===== config.mk =====
export PLATFORM = sky130hd
export DESIGN_NAME = int_ctrl
export DESIGN_NICKNAME = d
export VERILOG_FILES = /design/src/rtl/int_ctrl_pkg.sv /design/src/rtl/int_ctrl_irq_sync.sv /design/src/rtl/int_ctrl.sv
export SDC_FILE = /design/constraint.sdc
export NUM_CORES = 1
export LEC_CHECK = 0
export ABC_CLOCK_PERIOD_IN_PS = 2110
export BUFFER_PORTS_ARGS = -buffer_cell sky130_fd_sc_hd__buf_2
export CAP_MARGIN = 40
export CORE_MARGIN = 2
export CORE_UTILIZATION = 40
export CTS_BUF_LIST = sky130_fd_sc_hd__clkbuf_8
export DETAILED_ROUTE_END_ITERATION = 12
export PLACE_DENSITY = 0.82
export SLEW_MARGIN = 20
export SYNTH_ARGS = -nofsm -noshare
export SYNTH_HDL_FRONTEND = slang
export SYNTH_SLANG_ARGS = --single-unit

===== constraint.sdc =====
create_clock -name clk -period 2.11 [get_ports clk]
set_input_delay 0.211 -clock clk [delete_from_list [all_inputs] [get_ports clk]]
set_output_delay 0.211 -clock clk [all_outputs]
set_load 0.005 [all_outputs]

===== src/rtl/int_ctrl_pkg.sv =====
// rtl/int_ctrl_pkg.sv - cause codes, mip bit positions, FSM states and priority helper
package int_pkg;

    localparam logic [4:0] CAUSE_MSI        = 5'd3;
    localparam logic [4:0] CAUSE_MTI        = 5'd7;
    localparam logic [4:0] CAUSE_MEI        = 5'd11;
    localparam logic [4:0] CAUSE_LOCAL_BASE = 5'd16;

    localparam int MIP_MSI_BIT   = 3;
    localparam int MIP_MTI_BIT   = 7;
    localparam int MIP_MEI_BIT   = 11;
    localparam int MIP_LOCAL_BIT = 16;

    typedef enum logic [1:0] {
        IDLE,
        ARM,
        ACTIVE
    } int_state_e;

    // MEI beats MSI beats MTI beats locals; among locals the lowest index wins.
    function automatic logic [4:0] prio_code(input logic [31:0] en);
        logic [4:0] code;
        code = 5'd0;
        for (int b = 31; b >= MIP_LOCAL_BIT; b--) begin
            if (en[b]) code = 5'(b);
        end
        if (en[MIP_MTI_BIT]) code = CAUSE_MTI;
        if (en[MIP_MSI_BIT]) code = CAUSE_MSI;
        if (en[MIP_MEI_BIT]) code = CAUSE_MEI;
        return code;
    endfunction

endpackage


===== src/rtl/int_ctrl_irq_sync.sv =====
// rtl/int_ctrl_irq_sync.sv - multi-bit flop-chain synchroniser, cleared on reset
module irq_sync #(
    parameter int WIDTH  = 1,
    parameter int STAGES = 2
) (
    input  logic             clk,
    input  logic             reset_n,
    input  logic [WIDTH-1:0] d_i,
    output logic [WIDTH-1:0] q_o
);

    logic [STAGES-1:0][WIDTH-1:0] chain_q;

    always_ff @(posedge clk or negedge reset_n) begin
        if (!reset_n) begin
            chain_q <= '0;
        end else begin
            chain_q <= {chain_q[STAGES-2:0], d_i};
        end
    end

    assign q_o = chain_q[STAGES-1];

endmodule


===== src/rtl/int_ctrl.sv =====
// rtl/int_ctrl.sv - machine-mode interrupt controller feeding mip and trap entry to the CSR block
module int_ctrl
    import int_pkg::*;
#(
    parameter int          N_LOCAL     = 4,
    parameter logic [15:0] LOCAL_EDGE  = 16'b0000,
    parameter int          SYNC_STAGES = 2,
    localparam int         LW          = (N_LOCAL > 0) ? N_LOCAL : 1
) (
    input  logic          clk,
    input  logic          reset_n,
    input  logic          ext_irq,
    input  logic          sw_irq,
    input  logic          timer_irq,
    input  logic [LW-1:0] local_irq,
    input  logic [31:0]   mie,
    input  logic          mstatus_mie,
    input  logic          take_ok,
    input  logic          ret_action,
    output logic [31:0]   mip_in,
    output logic          int_req,
    output logic          int_action,
    output logic          hw_int,
    output logic [4:0]    int_code
);

    logic [LW+2:0] synced;
    logic          ext_s;
    logic          sw_s;
    logic          timer_s;
    logic [LW-1:0] loc_s;
    logic [LW-1:0] loc_bits;
    logic [31:0]   enabled;
    logic [4:0]    sel_code;
    logic          want;

    int_state_e    state_q, state_d;
    logic [4:0]    code_q, code_d;

    irq_sync #(
        .WIDTH  (LW + 3),
        .STAGES (SYNC_STAGES)
    ) u_sync (
        .clk     (clk),
        .reset_n (reset_n),
        .d_i     ({local_irq, timer_irq, sw_irq, ext_irq}),
        .q_o     (synced)
    );

    assign ext_s   = synced[0];
    assign sw_s    = synced[1];
    assign timer_s = synced[2];
    assign loc_s   = synced[LW+2:3];

    if (N_LOCAL > 0) begin : g_local
        localparam logic [N_LOCAL-1:0] EDGE_MASK = LOCAL_EDGE[N_LOCAL-1:0];

        logic [N_LOCAL-1:0] prev_q, pend_q, pend_d;

        // A fresh edge in the take cycle must survive the clear of the old one.
        always_comb begin
            pend_d = pend_q;
            for (int i = 0; i < N_LOCAL; i++) begin
                if (loc_s[i] && !prev_q[i]) begin
                    pend_d[i] = 1'b1;
                end else if (int_action && int_code == CAUSE_LOCAL_BASE + 5'(i)) begin
                    pend_d[i] = 1'b0;
                end
            end
            pend_d = pend_d & EDGE_MASK;
        end

        always_ff @(posedge clk or negedge reset_n) begin
            if (!reset_n) begin
                prev_q <= '0;
                pend_q <= '0;
            end else begin
                prev_q <= loc_s;
                pend_q <= pend_d;
            end
        end

        assign loc_bits = (pend_q & EDGE_MASK) | (loc_s & ~EDGE_MASK);
    end else begin : g_nolocal
        assign loc_bits = '0;
    end

    always_comb begin
        mip_in              = '0;
        mip_in[MIP_MEI_BIT] = ext_s;
        mip_in[MIP_MTI_BIT] = timer_s;
        mip_in[MIP_MSI_BIT] = sw_s;
        for (int i = 0; i < N_LOCAL; i++) begin
            mip_in[MIP_LOCAL_BIT + i] = loc_bits[i];
        end
    end

    assign enabled  = mip_in & mie;
    assign sel_code = prio_code(enabled);
    assign want     = (|enabled) && mstatus_mie;

    // Strobe is Mealy so mepc/mcause capture on the same edge as the state change.
    always_comb begin
        state_d    = state_q;
        code_d     = code_q;
        int_req    = 1'b0;
        int_action = 1'b0;
        int_code   = code_q;
        unique case (state_q)
            IDLE: begin
                if (want) state_d = ARM;
            end
            ARM: begin
                int_req  = 1'b1;
                int_code = sel_code;
                if (!want) begin
                    state_d = IDLE;
                end else if (take_ok) begin
                    int_action = 1'b1;
                    code_d     = sel_code;
                    state_d    = ACTIVE;
                end
            end
            ACTIVE: begin
                if (ret_action) state_d = IDLE;
            end
            default: state_d = IDLE;
        endcase
    end

    assign hw_int = int_action;

    always_ff @(posedge clk or negedge reset_n) begin
        if (!reset_n) begin
            state_q <= IDLE;
            code_q  <= 5'd0;
        end else begin
            state_q <= state_d;
            code_q  <= code_d;
        end
    end

endmodule


==> flow_summary.yaml <==
run_status:
  status: "finished, final reports clean"
floorplanning:
  floorplan.initialDensity: 0.418
  placeableCoreArea_sq_um: 2450
  num_io_pins: 84
  rows: 18
  design.die.area_sq_um: 2990
  die_h_um: 54.7
  die_x_um: 54.7
sta:
  final_min_period_over_clock_period: 0.888
  largest_clock_skew_in_the_final_design_ps: 2.50
  setup_viol: 0
  setup_total_negative_slack_ps: 0
  min_period_ps: 1870
  maxSlewViolCount: 0
  rsz0062_at_grt: "false"
  max_freq_mhz: 534
  final-hold-violation-count: 0
power:
  leakagePower_nw: 0.608
  pwr_density_cell_nw_per_um2: 796
  worst_ir_drop_vdd_uv: 600
critical_path:
  timing.critical_path.fanout_max: 4
  timing_worst_setup_path_type: "reg2out"
  regToRegSetupSlack_ps: 600
  worstPathRequired_ps: 1900
  end_kind: "primary output"
  critPathLaunchType: "register"
  reg2regPathDepth: 4
  regToRegStartpoint: "u_sync.q_o[2]$_DFF_PN0_"
  crit_arrival_ps: 1660
  worst_r2r_endpoint: "code_q[4]$_DFFE_PN0P_"
cts:
  clock_tree.htree_level_count: 1
  tritoncts.num_buffers: 3
  numClockSinks: 21
  cts.clk_slew.worst_paths_ps: 70
  clk_root_buffer_cell: "sky130_fd_sc_hd__clkbuf_8"
  cts_max_path_buffers: 2
  worst_skew_pair.late_latency_ps: 250
  tritoncts: "built"
placed_design:
  gp_routability_congestion: 0.698
  detailed_place.area_sq_um: 1070
  hpwlAfterDp_um: 1340
  port-buffer-count: 33
  dp.cells: 152
logic_synthesis:
  synth-seq-area-share: 0.512
  share_of_the_synthesized_area_in_the_top_cell_type: 0.512
  flip_flop_and_latch_count_after_synthesis: 21
  synthesis.area_per_instance_sq_um: 10.4
  post_synth_main_area_contributors: "sky130_fd_sc_hd__dfrtp_1 51%, sky130_fd_sc_hd__buf_4 24%, sky130_fd_sc_hd__nand2_1 3.7%, sky130_fd_sc_hd__a21oi_1 2.9%, sky130_fd_sc_hd__o21ai_0 2.4%"
  synth.distinct_cells: 20
  ys.warnings.count: 0
  yosysTopAreaCell: "sky130_fd_sc_hd__dfrtp_1"
  synthesis.area_sq_um: 1030
  syn_inst: 99
hold_path:
  worstHoldPathType: "in2reg"
  hp-start: "sw_irq"
  whs_endpoint: "u_sync.chain_q[1]$_DFF_PN0_"
  hold_path_stages: 1
route:
  detail_route.vias_per_cell: 4.42
  route.final.wire_length_um: 1640
  route.detailed.drc: 0
  drt-wirelength-per-cell_um: 10.3
  drt_pre_antenna_iters: 6
  vias: 698
  ant_nets: 0
  initialDrtViolationCount: 12
layout:
  mostFrequentLayoutCells: "33 x sky130_fd_sc_hd__buf_2, 25 x sky130_fd_sc_hd__conb_1, 21 x sky130_fd_sc_hd__dfrtp_1, 10 x sky130_fd_sc_hd__nand2_1, 6 x sky130_fd_sc_hd__a21oi_1"
  final_area_sq_um: 1140
  area_growth_syn_to_fin_pct: 11.1
  final_layout_size_suffix_gt1_frac: 0.328
  design.final.nets: 173
  instances_no_fill: 158
  number_of_antenna_cells_inserted: 0
  layout.cells.most_common: "sky130_fd_sc_hd__buf_2"
global_route:
  first_global_vias: 634
  grt_overflow_total: 0
  grt_first_pass_wirelength_um: 2560
  grt_max_degree: 22
  antenna_found_initial: 0
  track_usage: 0.124
flow_run:
  max_cap_violations: 0
==> cells in the mapped netlist <==
library cell,count
sky130_fd_sc_hd__nand2_1,10
sky130_fd_sc_hd__a21oi_1,6
sky130_fd_sc_hd__nor2_1,3
sky130_fd_sc_hd__conb_1,1
sky130_fd_sc_hd__dfrtp_1,21
sky130_fd_sc_hd__a22oi_1,3
sky130_fd_sc_hd__a222oi_1,1
sky130_fd_sc_hd__a21o_2,1
sky130_fd_sc_hd__nand3_1,2
sky130_fd_sc_hd__nand2b_1,1
sky130_fd_sc_hd__nand4b_1,1
sky130_fd_sc_hd__inv_1,4
sky130_fd_sc_hd__buf_4,33
sky130_fd_sc_hd__mux2_2,2
sky130_fd_sc_hd__a32o_1,1
sky130_fd_sc_hd__clkbuf_1,1
sky130_fd_sc_hd__mux2i_1,1
sky130_fd_sc_hd__o21ai_0,5
sky130_fd_sc_hd__a31oi_2,1
sky130_fd_sc_hd__a31oi_1,1
==> layout make-up <==
| type | count | area, sq um |
|---|---|---|
| repair buffers | 35 | 183 |
| clock buffers | 3 | 41.3 |
| clock inverters | 1 | 5.00 |
| inverters | 4 | 15.0 |
| flip-flops and latches | 21 | 526 |
| multi-input cells | 64 | 334 |
| well taps | 30 | 37.5 |
| fillers | 240 | 1310 |
==> layer usage <==
metal  vias to the layer above  global-route usage  wire [um]
met5                         -                   0          0
met3                         4              0.0355        150
met1                       324               0.131        626
met2                        42               0.220        830
li1                        328                   -          -
met4                         0              0.0625         27
==> power breakdown <==
| part | switching [mW] | internal, mW | leakage (nW) | total, mW |
|---|---|---|---|---|
| combinational | 0.0969 | 0.0826 | 0.334 | 0.179 |
| clock | 0.121 | 0.131 | 0.0255 | 0.252 |
| sequential | 0.0273 | 0.450 | 0.249 | 0.477 |
==> state kept, by name (all words and copies together) (netlist names) <==
signal          cells
u_sync.chain_q      7
code_q              5
state_q             2
u_sync.q_o          7
==> timing repair <==
item	CTS	global route
setup endpoints to repair	0	2
hold buffers	1	0
setup buffers	0	1
gates resized for setup	0	1
hold endpoints to repair	21	0
==> critical path, stage by stage, from the launching register on <==
cell and delay (ps):
sky130_fd_sc_hd__dfrtp_1 410, sky130_fd_sc_hd__a22oi_1 430, sky130_fd_sc_hd__a21oi_1 150, sky130_fd_sc_hd__mux2_2 290, sky130_fd_sc_hd__buf_2 130
==> how the worst max path moves through the flow <==
stage / cells past startpoint / startpoint / slack (ps) / to
finish: 4 / u_sync.q_o[3]$_DFF_PN0_ / 240 / int_code[4]
global route: 4 / u_sync.q_o[5]$_DFF_PN0_ / 150 / int_code[4]
CTS: 3 / u_sync.q_o[1]$_DFF_PN0_ / 70 / int_action
detailed placement: 3 / u_sync.q_o[1]$_DFF_PN0_ / 330 / code_q[4]$_DFFE_PN0P_
global placement: 3 / u_sync.q_o[1]$_DFF_PN0_ / 380 / code_q[4]$_DFFE_PN0P_
floorplan: 3 / u_sync.q_o[1]$_DFF_PN0_ / 600 / code_q[4]$_DFFE_PN0P_
==> through the flow <==
stage	hold WS (ps)	utilization	worst slack [ps]	power (mW)
after detailed placement	180	0.435	334	0.660
after global placement	168	0.435	380	0.648
after CTS	53.6	0.458	73.8	0.911
final	56.1	0.465	237	0.909
after global routing	43.2	0.465	152	0.968
after floorplan	-84.6	-	598	0.617
==> cells by family after synthesis <==
logic type	count (synthesis)	synth area share
simple gates	17	0.0719
other cells	1	0.00365
buf+inv	38	0.259
compound gates	19	0.122
flops	21	0.512
mux	3	0.0317
(Power assumes the default switching activity.)
